[src/rtl/conv_seq_c6_if.sv]
`default_nettype none
// +------------------------------------------------------------------+
// | conv_seq_c6_if : control/data bundle of the 6-lane conv sequencer |
// | Rev 1.0                                                          |
// +------------------------------------------------------------------+
interface conv_seq_c6_if #(
    parameter int N  = 16,
    parameter int AW = 5
);
    logic          start;
    logic          busy;
    logic          tap_rd;
    logic [AW-1:0] tap_addr;
    logic          psum_vld;
    logic [31:0]   psum_din;
    logic [31:0]   bias_din;
    logic [4:0]    shift_din;
    logic [N-1:0]  dout;
    logic          dout_vld;
    logic          dout_rdy;
    logic          done;

    modport master (
        output start, psum_vld, psum_din, bias_din, shift_din, dout_rdy,
        input  busy, tap_rd, tap_addr, dout, dout_vld, done
    );

    modport slave (
        input  start, psum_vld, psum_din, bias_din, shift_din, dout_rdy,
        output busy, tap_rd, tap_addr, dout, dout_vld, done
    );
endinterface
`default_nettype wire

[src/rtl/conv_seq_c6.sv]
`default_nettype none
// +------------------------------------------------------------------+
// | conv_seq_c6 : per-pixel tap sequencer, psum accumulator, bias,   |
// | shift and ReLU; CONV_SEQ_SAT_EN adds positive saturation.        |
// | Rev 1.0                                                          |
// +------------------------------------------------------------------+
module conv_seq_c6 #(
    parameter int N     = 16,
    parameter int KTAPS = 25,
    parameter int AW    = 5
) (
    input  logic           clk,
    input  logic           rst_n,
    conv_seq_c6_if.slave   bus
);
    typedef enum logic [2:0] {
        S_IDLE  = 3'd0,
        S_ISSUE = 3'd1,
        S_DRAIN = 3'd2,
        S_POST  = 3'd3,
        S_OUT   = 3'd4
    } state_t;

    localparam int            c_RW       = AW + 1;
    localparam logic [AW-1:0] c_LAST_TAP = AW'(KTAPS - 1);
    localparam logic [c_RW-1:0] c_KTAPS  = c_RW'(KTAPS);
`ifdef CONV_SEQ_SAT_EN
    localparam logic [31:0]   c_SAT_MAX  = 32'((64'd1 << (N - 1)) - 64'd1);
`endif

    state_t          r_state;
    state_t          w_state_nxt;
    logic [AW-1:0]   r_issue;
    logic [c_RW-1:0] r_ret;
    logic [31:0]     r_acc;
    logic [N-1:0]    r_dout;
    logic [31:0]     w_sum;
    logic [N-1:0]    w_result;
    logic            w_accept;
    logic            w_launch;
`ifdef CONV_SEQ_SAT_EN
    logic [31:0]     w_shr;
`endif

    assign w_launch = (r_state == S_IDLE) && bus.start;
    // Returns are counted in any active state, but only the first KTAPS.
    assign w_accept = (r_state != S_IDLE) && bus.psum_vld && (r_ret < c_KTAPS);
    assign w_sum    = r_acc + bus.bias_din;

    always_comb begin
        w_state_nxt = r_state;
        case (r_state)
            S_IDLE:  if (bus.start)              w_state_nxt = S_ISSUE;
            S_ISSUE: if (r_issue == c_LAST_TAP)  w_state_nxt = S_DRAIN;
            S_DRAIN: if (r_ret == c_KTAPS)       w_state_nxt = S_POST;
            S_POST:                              w_state_nxt = S_OUT;
            S_OUT:   if (bus.dout_rdy)           w_state_nxt = S_IDLE;
            default:                             w_state_nxt = S_IDLE;
        endcase
    end

    always_comb begin
        w_result = '0;
`ifdef CONV_SEQ_SAT_EN
        w_shr = w_sum >> bus.shift_din;
        if (!w_sum[31]) begin
            w_result = (w_shr > c_SAT_MAX) ? c_SAT_MAX[N-1:0] : w_shr[N-1:0];
        end
`else
        if (!w_sum[31]) begin
            w_result = N'(w_sum >> bus.shift_din);
        end
`endif
    end

    always_ff @(posedge clk) begin
        if (!rst_n) begin
            r_state <= S_IDLE;
            r_issue <= '0;
            r_ret   <= '0;
            r_acc   <= '0;
            r_dout  <= '0;
        end else begin
            r_state <= w_state_nxt;
            if (w_launch) begin
                r_issue <= '0;
                r_ret   <= '0;
                r_acc   <= '0;
            end else begin
                if ((r_state == S_ISSUE) && (r_issue != c_LAST_TAP)) begin
                    r_issue <= r_issue + 1'b1;
                end
                if (w_accept) begin
                    r_acc <= r_acc + bus.psum_din;
                    r_ret <= r_ret + 1'b1;
                end
            end
            if (r_state == S_POST) begin
                r_dout <= w_result;
            end
        end
    end

    assign bus.busy     = (r_state != S_IDLE);
    assign bus.tap_rd   = (r_state == S_ISSUE);
    assign bus.tap_addr = r_issue;
    assign bus.dout     = r_dout;
    assign bus.dout_vld = (r_state == S_OUT);
    assign bus.done     = (r_state == S_OUT) && bus.dout_rdy;
endmodule
`default_nettype wire

[src/flat_wrapper.sv]
// flat-port wrapper written by rule: the top's interface ports become plain ports
module conv_seq_c6_flat 
#(
    parameter int N     = 16,
    parameter int KTAPS = 25,
    parameter int AW    = 5
)
  (clk, rst_n, bus_start, bus_psum_vld, bus_psum_din, bus_bias_din, bus_shift_din, bus_dout_rdy, bus_busy, bus_tap_rd, bus_tap_addr, bus_dout, bus_dout_vld, bus_done);
  conv_seq_c6_if #(.N(N), .AW(AW)) bus_i ();
  input  logic clk;
  input  logic rst_n;
  input wire logic [$bits(bus_i.start)-1:0] bus_start;
  input wire logic [$bits(bus_i.psum_vld)-1:0] bus_psum_vld;
  input wire logic [$bits(bus_i.psum_din)-1:0] bus_psum_din;
  input wire logic [$bits(bus_i.bias_din)-1:0] bus_bias_din;
  input wire logic [$bits(bus_i.shift_din)-1:0] bus_shift_din;
  input wire logic [$bits(bus_i.dout_rdy)-1:0] bus_dout_rdy;
  output wire logic [$bits(bus_i.busy)-1:0] bus_busy;
  output wire logic [$bits(bus_i.tap_rd)-1:0] bus_tap_rd;
  output wire logic [$bits(bus_i.tap_addr)-1:0] bus_tap_addr;
  output wire logic [$bits(bus_i.dout)-1:0] bus_dout;
  output wire logic [$bits(bus_i.dout_vld)-1:0] bus_dout_vld;
  output wire logic [$bits(bus_i.done)-1:0] bus_done;
  assign bus_i.start = bus_start;
  assign bus_i.psum_vld = bus_psum_vld;
  assign bus_i.psum_din = bus_psum_din;
  assign bus_i.bias_din = bus_bias_din;
  assign bus_i.shift_din = bus_shift_din;
  assign bus_i.dout_rdy = bus_dout_rdy;
  assign bus_busy = bus_i.busy;
  assign bus_tap_rd = bus_i.tap_rd;
  assign bus_tap_addr = bus_i.tap_addr;
  assign bus_dout = bus_i.dout;
  assign bus_dout_vld = bus_i.dout_vld;
  assign bus_done = bus_i.done;
  conv_seq_c6 #(.N(N), .KTAPS(KTAPS), .AW(AW)) u_core (.clk(clk), .rst_n(rst_n), .bus(bus_i));
endmodule
[config.mk]
export PLATFORM = sky130hd
export DESIGN_NAME = conv_seq_c6_flat
export DESIGN_NICKNAME = d
export VERILOG_FILES = /design/src/rtl/conv_seq_c6_if.sv /design/src/rtl/conv_seq_c6.sv /design/src/flat_wrapper.sv
export SDC_FILE = /design/constraint.sdc
export NUM_CORES = 1
export LEC_CHECK = 0
export BUFFER_PORTS_ARGS = -buffer_cell sky130_fd_sc_hd__buf_2
export CORE_MARGIN = 3
export CORE_UTILIZATION = 50
export CTS_CLUSTER_SIZE = 40
export DETAILED_ROUTE_END_ITERATION = 6
export HOLD_SLACK_MARGIN = 0.05
export PLACE_DENSITY = 0.67
export SYNTH_ARGS = -nofsm -noshare
export SYNTH_HDL_FRONTEND = slang
export SYNTH_SLANG_ARGS = --single-unit
[constraint.sdc]
create_clock -name clk -period 8.84 [get_ports clk]
set_clock_uncertainty 0.1 [all_clocks]
set_input_delay 1.768 -clock clk [delete_from_list [all_inputs] [get_ports clk]]
set_output_delay 1.768 -clock clk [all_outputs]
set_load 0.005 [all_outputs]
==> key figures, run 1 <==
Floorplanning
  – # rows: 45
  – Core area: 15310 um2
  – I/O pins: 99
  – Starting Density: 0.5161
  – Die height: 131.7 um
  – Horiz. Die Dim: 131.7 um
  – Die area: 17350 um2

Critical path
  – Setup CP Type: in -> reg
  – CP dominant cell by count: o211ai_1
  – CP peak stage delay: 0.53 ns
  – Critical path peak fanout: 4
  – Worst R2R End: u_core.bus.dout[8]
  – Startpoint types: primary input
  – Critical path arrival: between 5 and 6 ns
  – CP max stage cell: mux4_2
  – Worst path required time: roughly 9 ns
  – R2R cell count: 13
  – Critical-path cell list: buf_2 > ha_1 > inv_1 > fa_1 > and2b_1 > o211ai_1 > a211oi_1 > o211ai_1 > a211o_1 > a21oi_1 > nor2_1 > mux4_2 > o31ai_1 > o2bb2ai_1
  – R2R setup slack: 4.71 ns
  – Worst r2r src: u_core.r_acc[0]
  – CP Capture Type: flop

Route
  – Final antenna-violating net count: 0
  – DR WL met3: 1.596 mm
  – Routed vias: 8393
  – Drt pass-1 iters: 7
  – Vias per cell: approximately 6.3
  – Routed met2 length: ~10 mm
  – Met1 wire length: 11.11 mm
  – Routed wire length: 23.37 mm
  – Residual DRC count: 0
  – Drt wl/cell: 17.43 um
  – Initial DRC Count: 859
  – Uppermost routed layer: met4

Power and ir drop
  – Internal power: 691.1 uW
  – Comb pwr share: 0.315
  – Cell area power density: 118.5 nW/um2
  – Switching pwr: 352.2 uW
  – Part of the power in registers: 0.279
  – Share of total power in the clock network: 0.406
  – Net Sw Frac: 0.3376
  – Leak pwr: 0.003965 uW
  – Peak VDD IR: 0.00009393 V

Timing
  – Tcrit/Tclk final: 0.5915
  – Fmax: roughly 190 MHz
  – Worst slew margin: 0.3590
  – Unrepaired setup endpoints after global routing: false
  – Post-route setup TNS: 0 ns
  – Final worst path period need: 5.229 ns
  – Slew @ Worst Pin: 0.9579 ns
  – Max-slew violation count: 0
  – Final Hold Viols: 0
  – Setup violations, final: 0

Flow run
  – Max Cap Violations: 0

Synth
  – Synthesized instance count: around 1100
  – Syn_area_per_cell: 7.380 um2
  – Yosys warns: 0
  – EDFF count, synth: 0
  – #FFs+latches synth: 62
  – Post-synthesis sequential area ratio: 0.1570
  – Syn Nets: 1214
  – Post-synth cell types: 80
  – Mapped Area: 7904 um2
  – Prevailing post-synth register cell: dfxtp_1
  – Ys async rst share: 0

Clock tree
  – Worst-path clk slew: approximately 0.05 ns
  – TritonCTS clock tree: done
  – H-tree depth: 3
  – # clock sinks: 62
  – Longest Clk Path Bufs: 2
  – Cts hold-fix bufs: 0
  – Clk root buf: clkbuf_16
  – CTS resizes: 0
  – Worst-skew pair later-pin latency: 0.35 ns
  – Post-CTS Setup Bufs: 0
  – Total CTS buffers: 9

Layout
  – Nets: approximately 1300
  – Syn-to-layout area delta: 11.38%
  – FF+latch area: 1241 um2
  – Area taken by multi-input logic gates: 6287 um2
  – Most frequent cells in the layout: 117 x nand2_1, 98 x buf_2, 95 x a21oi_1
  – Util after Layout: 0.5748
  – Commonest non-fill, non-tap cell in the layout: nand2_1
  – Ant. Diodes: 0
  – Number of filler cells placed in the layout: 1503
  – Share of cells above drive strength 1: 0.1389

Outcome
  – Outcome: completed

Worst hold path
  – Worst Hold Class: reg -> reg
  – HP Start: u_core.bus.dout[13]
  – End of the worst hold path: u_core.bus.dout[13]
  – Hold Path Depth: 2

Placed design
  – Count of input and output buffers: 98
  – Final GP Congestion: approximately 0.98
  – DP HPWL: 18.11 mm

GRT
  – Largest net degree at the start of global routing: 42
  – GRT Residual Overflow: 0
  – First-pass GRT wire length: 38.58 mm
  – Initial antenna violation count: 0
  – Vias in the first global route: 7698
  – All-Layer GR Usage: 0.2657
## cells in the mapped netlist (19+ instances only)
cell type / number / area (um2)
nand2_1: 117 / 439.2
a21oi_1: 95 / 475.5
nor2_1: 87 / 326.6
ha_1: 67 / 838.3
dfxtp_1: 62 / 1241
o21ai_0: 55 / 275.3
clkbuf_1: 48 / 180.2
a21o_1: 41 / 307.8
nor3_1: 38 / 190.2
inv_1: 31 / 116.4
nand3_1: 31 / 155.2
xnor2_1: 28 / 245.2
mux2i_1: 24 / 240.2
a211oi_1: 22 / 165.2
nand4_1: 19 / 118.9
## flip-flops by register name, summed over array words and instances, names as in the netlist
name,count
u_core.r_acc,32
u_core.r_ret,6
u_core.bus.tap_addr,5
u_core.bus.dout,16
u_core.r_state,3
## metal layers
| metal | GRT usage | up-vias |
|---|---|---|
| li1 | - | 4185 |
| met5 | 0 | - |
| met1 | 0.3831 | 3817 |
| met3 | 0.05382 | 49 |
| met2 | 0.4034 | 342 |
| met4 | 0.07468 | 0 |
## worst max path at each step
stage | startpoint | end | slack, ns | cells past startpoint
after detailed placement | bus_bias_din[0] | u_core.bus.dout[8] | 3.37 | 14
after CTS | bus_bias_din[0] | u_core.bus.dout[8] | 3.72 | 14
after floorplan | bus_bias_din[0] | u_core.bus.dout[0] | 3.97 | 13
final | bus_bias_din[0] | u_core.bus.dout[8] | 3.61 | 14
after global routing | bus_bias_din[0] | u_core.bus.dout[8] | 3.43 | 14
after global placement | bus_bias_din[0] | u_core.bus.dout[8] | 3.47 | 14
## critical path, delay by kind of cell
| family | cells | cell delay, ns |
|---|---|---|
| AO/OA/AOI/OAI | 7 | 1.95 |
| buffers and inverters | 2 | 0.15 |
| AND/OR/NAND/NOR | 2 | 0.36 |
| adder cells (fa/ha/maj) | 2 | 0.58 |
| multiplexers | 1 | 0.53 |
## metrics by stage
stage                     setup WS (ns)  instance area, um2  total power (uW)  cells  hold slack (ns)
final                             3.611                8803              1043   1341           0.3443
after global routing              3.433                8803              1096   1341           0.3741
after CTS                         3.716                8803              1045   1341           0.3514
after detailed placement          3.374                8456             618.0   1325           0.3386
after global placement            3.472                8456             617.0   1325           0.3341
after floorplan                   3.975                7904             537.3   1071           0.3406
## kinds of logic (layout without fill, tap and decap cells)
| kind of cell | after synthesis | in the layout | synth area share |
|---|---|---|---|
| AOI/OAI and AO/OA | 383 | 383 | 0.3313 |
| and+or+nand+nor | 378 | 378 | 0.2306 |
| buffers and inverters | 95 | 154 | 0.04828 |
| adders and majority gates | 69 | 69 | 0.1111 |
| DFF | 62 | 62 | 0.1570 |
| xor gates and xnor gates | 45 | 45 | 0.04987 |
| muxes | 39 | 39 | 0.07171 |
## power by group through the flow
stage                     combinational, uW  sequential [uW]  clock (uW)
after floorplan                         243              294           0
final                                   329              291         424
after global routing                    363              292         441
after detailed placement                321              297           0
after global placement                  320              297           0
after CTS                               323              291         431
## final cells by class
cell class	count	area share
multi-input cells	914	0.7142
clock inverters	7	0.01393
inverters	34	0.01450
flip-flops and latches	62	0.1410
well taps	211	0.02999
repair buffers	104	0.06083
clock buffers	9	0.02558
(Power assumes the default switching activity.)
==> run 2, diff against run 1 <==
clock period = 5.3 ns   (was 8.84 ns; I/O delays follow)
==> key figures, run 2 (synthesis gave the netlist of run 1 again) <==
Critical path
  – Worst R2R End: u_core.bus.dout[8]
  – CP peak stage delay: 0.52 ns (about the same)
  – Stages on worst setup path: 14 (unchanged)
  – R2R setup slack: 1.27 ns (-3.44 ns)
  – CP dominant cell by count: o211ai_1
  – R2R cell count: 13 (unchanged)
  – CP delay by family, top: compound AO/OA/AOI/OAI gates
  – Critical-path cell list: buf_2 > ha_1 > inv_1 > fa_1 > and2b_1 > o211ai_1 > a211oi_1 > o211ai_1 > a211o_1 > a21oi_1 > nor2_1 > mux4_2 > o31ai_1 > o2bb2ai_1
  – Startpoint types: primary input
  – Critical path peak fanout: 4 (unchanged)
  – Critical path buffers and inverters: 2 (unchanged)
  – CP Capture Type: flop
  – Crit path to: u_core.bus.dout[8]
  – Setup CP Type: in -> reg
  – CP max stage cell: mux4_2
  – Crit path launch: bus_bias_din[0]
  – Worst r2r src: u_core.r_acc[0]
  – Critical path arrival: 4.57 ns (-0.78 ns)
  – Worst path required time: 5.43 ns (-3.53 ns)

Layout
  – Syn-to-layout area delta: 10.94%
  – Util after Layout: 0.5725 (-0.002288)
  – Area taken by multi-input logic gates: 6287 um2 (unchanged)
  – Nets: 1271 (+0.24%)
  – Number of filler cells placed in the layout: 1543 (+2.7%)
  – Max FFs per register: 32 (unchanged)
  – Most frequent cells in the layout: 117 x nand2_1, 98 x buf_2, 95 x a21oi_1
  – Ant. Diodes: 0 (unchanged)
  – Largest Register: u_core.r_acc
  – Share of cells above drive strength 1: 0.1412 (+0.002280)
  – Commonest non-fill, non-tap cell in the layout: nand2_1
  – FF+latch area: 1241 um2 (unchanged)

Placed design
  – Final GP Congestion: 1.006 (+2.4%)
  – DP HPWL: 18.23 mm (+0.66%)
  – Count of input and output buffers: 98 (unchanged)
  – Pre-CTS setup slack: 0.5634 ns (-2.811 ns)

GRT
  – Initial antenna violation count: 0 (unchanged)
  – All-Layer GR Usage: 0.2661 (+0.0003915)
  – Largest net degree at the start of global routing: 42 (unchanged)
  – GRT Residual Overflow: 0 (unchanged)
  – Vias in the first global route: 7636 (-0.81%)
  – First-pass GRT wire length: 38.58 mm (unchanged)

Timing
  – Setup ws final: 0.8614 ns (-2.749 ns)
  – Max-slew violation count: 0 (unchanged)
  – Final Hold Viols: 0 (unchanged)
  – Unrepaired setup endpoints after global routing: false
  – Slew @ Worst Pin: 1.055 ns (+0.09717 ns)
  – Final worst path period need: 4.439 ns
  – Setup violations, final: 0 (unchanged)
  – Post-route setup TNS: 0 ns (unchanged)
  – Worst slew margin: 0.2940 (-0.06502)
  – Tcrit/Tclk final: 0.8375
  – Fmax: 225.3 MHz

Route
  – Drt pass-1 iters: 5 (-2)
  – Final antenna-violating net count: 0 (unchanged)
  – Residual DRC count: 0 (unchanged)
  – Routed vias: 8420 (+0.32%)
  – Vias per cell: 6.265 (about the same)
  – Initial DRC Count: 899 (+4.7%)
  – Drt wl/cell: 17.51 um (+0.50%)
  – Routed wire length: 23.54 mm (+0.72%)

Clock tree
  – Clk root buf: clkbuf_16
  – CTS resizes: 0 (unchanged)
  – Total CTS buffers: 9 (unchanged)
  – Worst-path clk slew: 0.06 ns (about the same)
  – Cts hold-fix bufs: 0 (unchanged)
  – TritonCTS clock tree: done
  – Post-CTS Setup Bufs: 0 (unchanged)
  – # clock sinks: 62 (unchanged)
  – H-tree depth: 3 (unchanged)
  – Worst-skew pair later-pin latency: 0.35 ns (about the same)
  – Longest Clk Path Bufs: 2 (unchanged)

Floorplanning
  – Die area: 17350 um2 (unchanged)
  – I/O pins: 99 (unchanged)
  – Core area: 15310 um2 (unchanged)
  – # rows: 45 (unchanged)
  – Horiz. Die Dim: 131.7 um (unchanged)
  – Starting Density: 0.5161 (unchanged)
  – Die height: 131.7 um (unchanged)

Power and ir drop
  – Peak VDD IR: 0.0001557 V (+66%)
  – Comb pwr share: 0.337 (+0.022)
  – Part of the power in registers: 0.299 (+0.020)
  – Net Sw Frac: 0.3527 (+0.01516)
  – Leak pwr: 0.003959 uW (-0.16%)
  – Switching pwr: 573.7 uW (+63%)
  – Share of total power in the clock network: 0.365 (-0.041)
  – Internal power: 1053 uW (+52%)
  – Cell area power density: 185.5 nW/um2 (+57%)

Flow run
  – Max Cap Violations: 0 (unchanged)

Outcome
  – Outcome: completed

Worst hold path
  – Worst Hold Class: reg -> reg
## run 2: changes by cell type in the layout (fill, tap and decap cells not counted), sizes merged
cell    delta
buf        +3
bufinv     -2
clkinv     +2
## run 2: area by class of cell
| cell class | instances | area share |
|---|---|---|
| Timing Repair Buffer | 107 | 0.06364 |
| Clock buffer | 9 | 0.02568 |
| Sequential cell | 62 | 0.1416 |
| Multi-Input combinational cell | 914 | 0.7170 |
| Clock inverter | 7 | 0.007420 |
| Tap cell | 211 | 0.03011 |
| Inverter | 34 | 0.01455 |
## run 2: metrics by stage
stage	std cells	total power (uW)	hold WS [ns]	area (um2)
5_1_grt	1344	1713	0.3815	8768
2_1_floorplan	1071	896.2	0.3406	7904
3_5_place_dp	1328	1031	0.3434	8478
4_1_cts	1344	1629	0.3557	8768
6_report	1344	1626	0.3542	8768
3_3_place_gp	1328	1030	0.3326	8478
## run 2: worst reg2reg max path, delay by kind of cell (launching register included)
| kind | cells | cell delay, ns |
|---|---|---|
| AOI/OAI and AO/OA | 7 | 1.91 |
| adders and majority gates | 2 | 0.59 |
| muxes | 1 | 0.52 |
| DFF | 1 | 0.36 |
| and+or+nand+nor | 2 | 0.36 |
| buffers and inverters | 1 | 0.06 |
## run 2: worst min path at each step
stage	from	end	depth (start not counted)
after CTS	u_core.bus.dout[13]	u_core.bus.dout[13]	2
final	u_core.bus.dout[13]	u_core.bus.dout[13]	2
after detailed placement	u_core.bus.dout[13]	u_core.bus.dout[13]	2
after global placement	u_core.bus.dout[13]	u_core.bus.dout[13]	2
after floorplan	u_core.r_ret[4]	u_core.r_ret[4]	2
after global routing	u_core.bus.dout[1]	u_core.bus.dout[1]	2
## run 2: per-layer routing
layer,global-route usage,vias up,wire length (um)
met5,0,-,0
met4,0.09685,0,718
met3,0.03969,56,1384
met2,0.4057,319,10230
met1,0.3823,3839,11200
li1,-,4206,-
## run 2: power groups by stage
stage | Clock, uW | Combinational (uW) | Sequential (uW)
floorplan | 0 | 405 | 491
global placement | 0 | 534 | 495
detailed placement | 0 | 535 | 496
CTS | 605 | 538 | 486
global route | 621 | 606 | 487
finish | 593 | 547 | 486
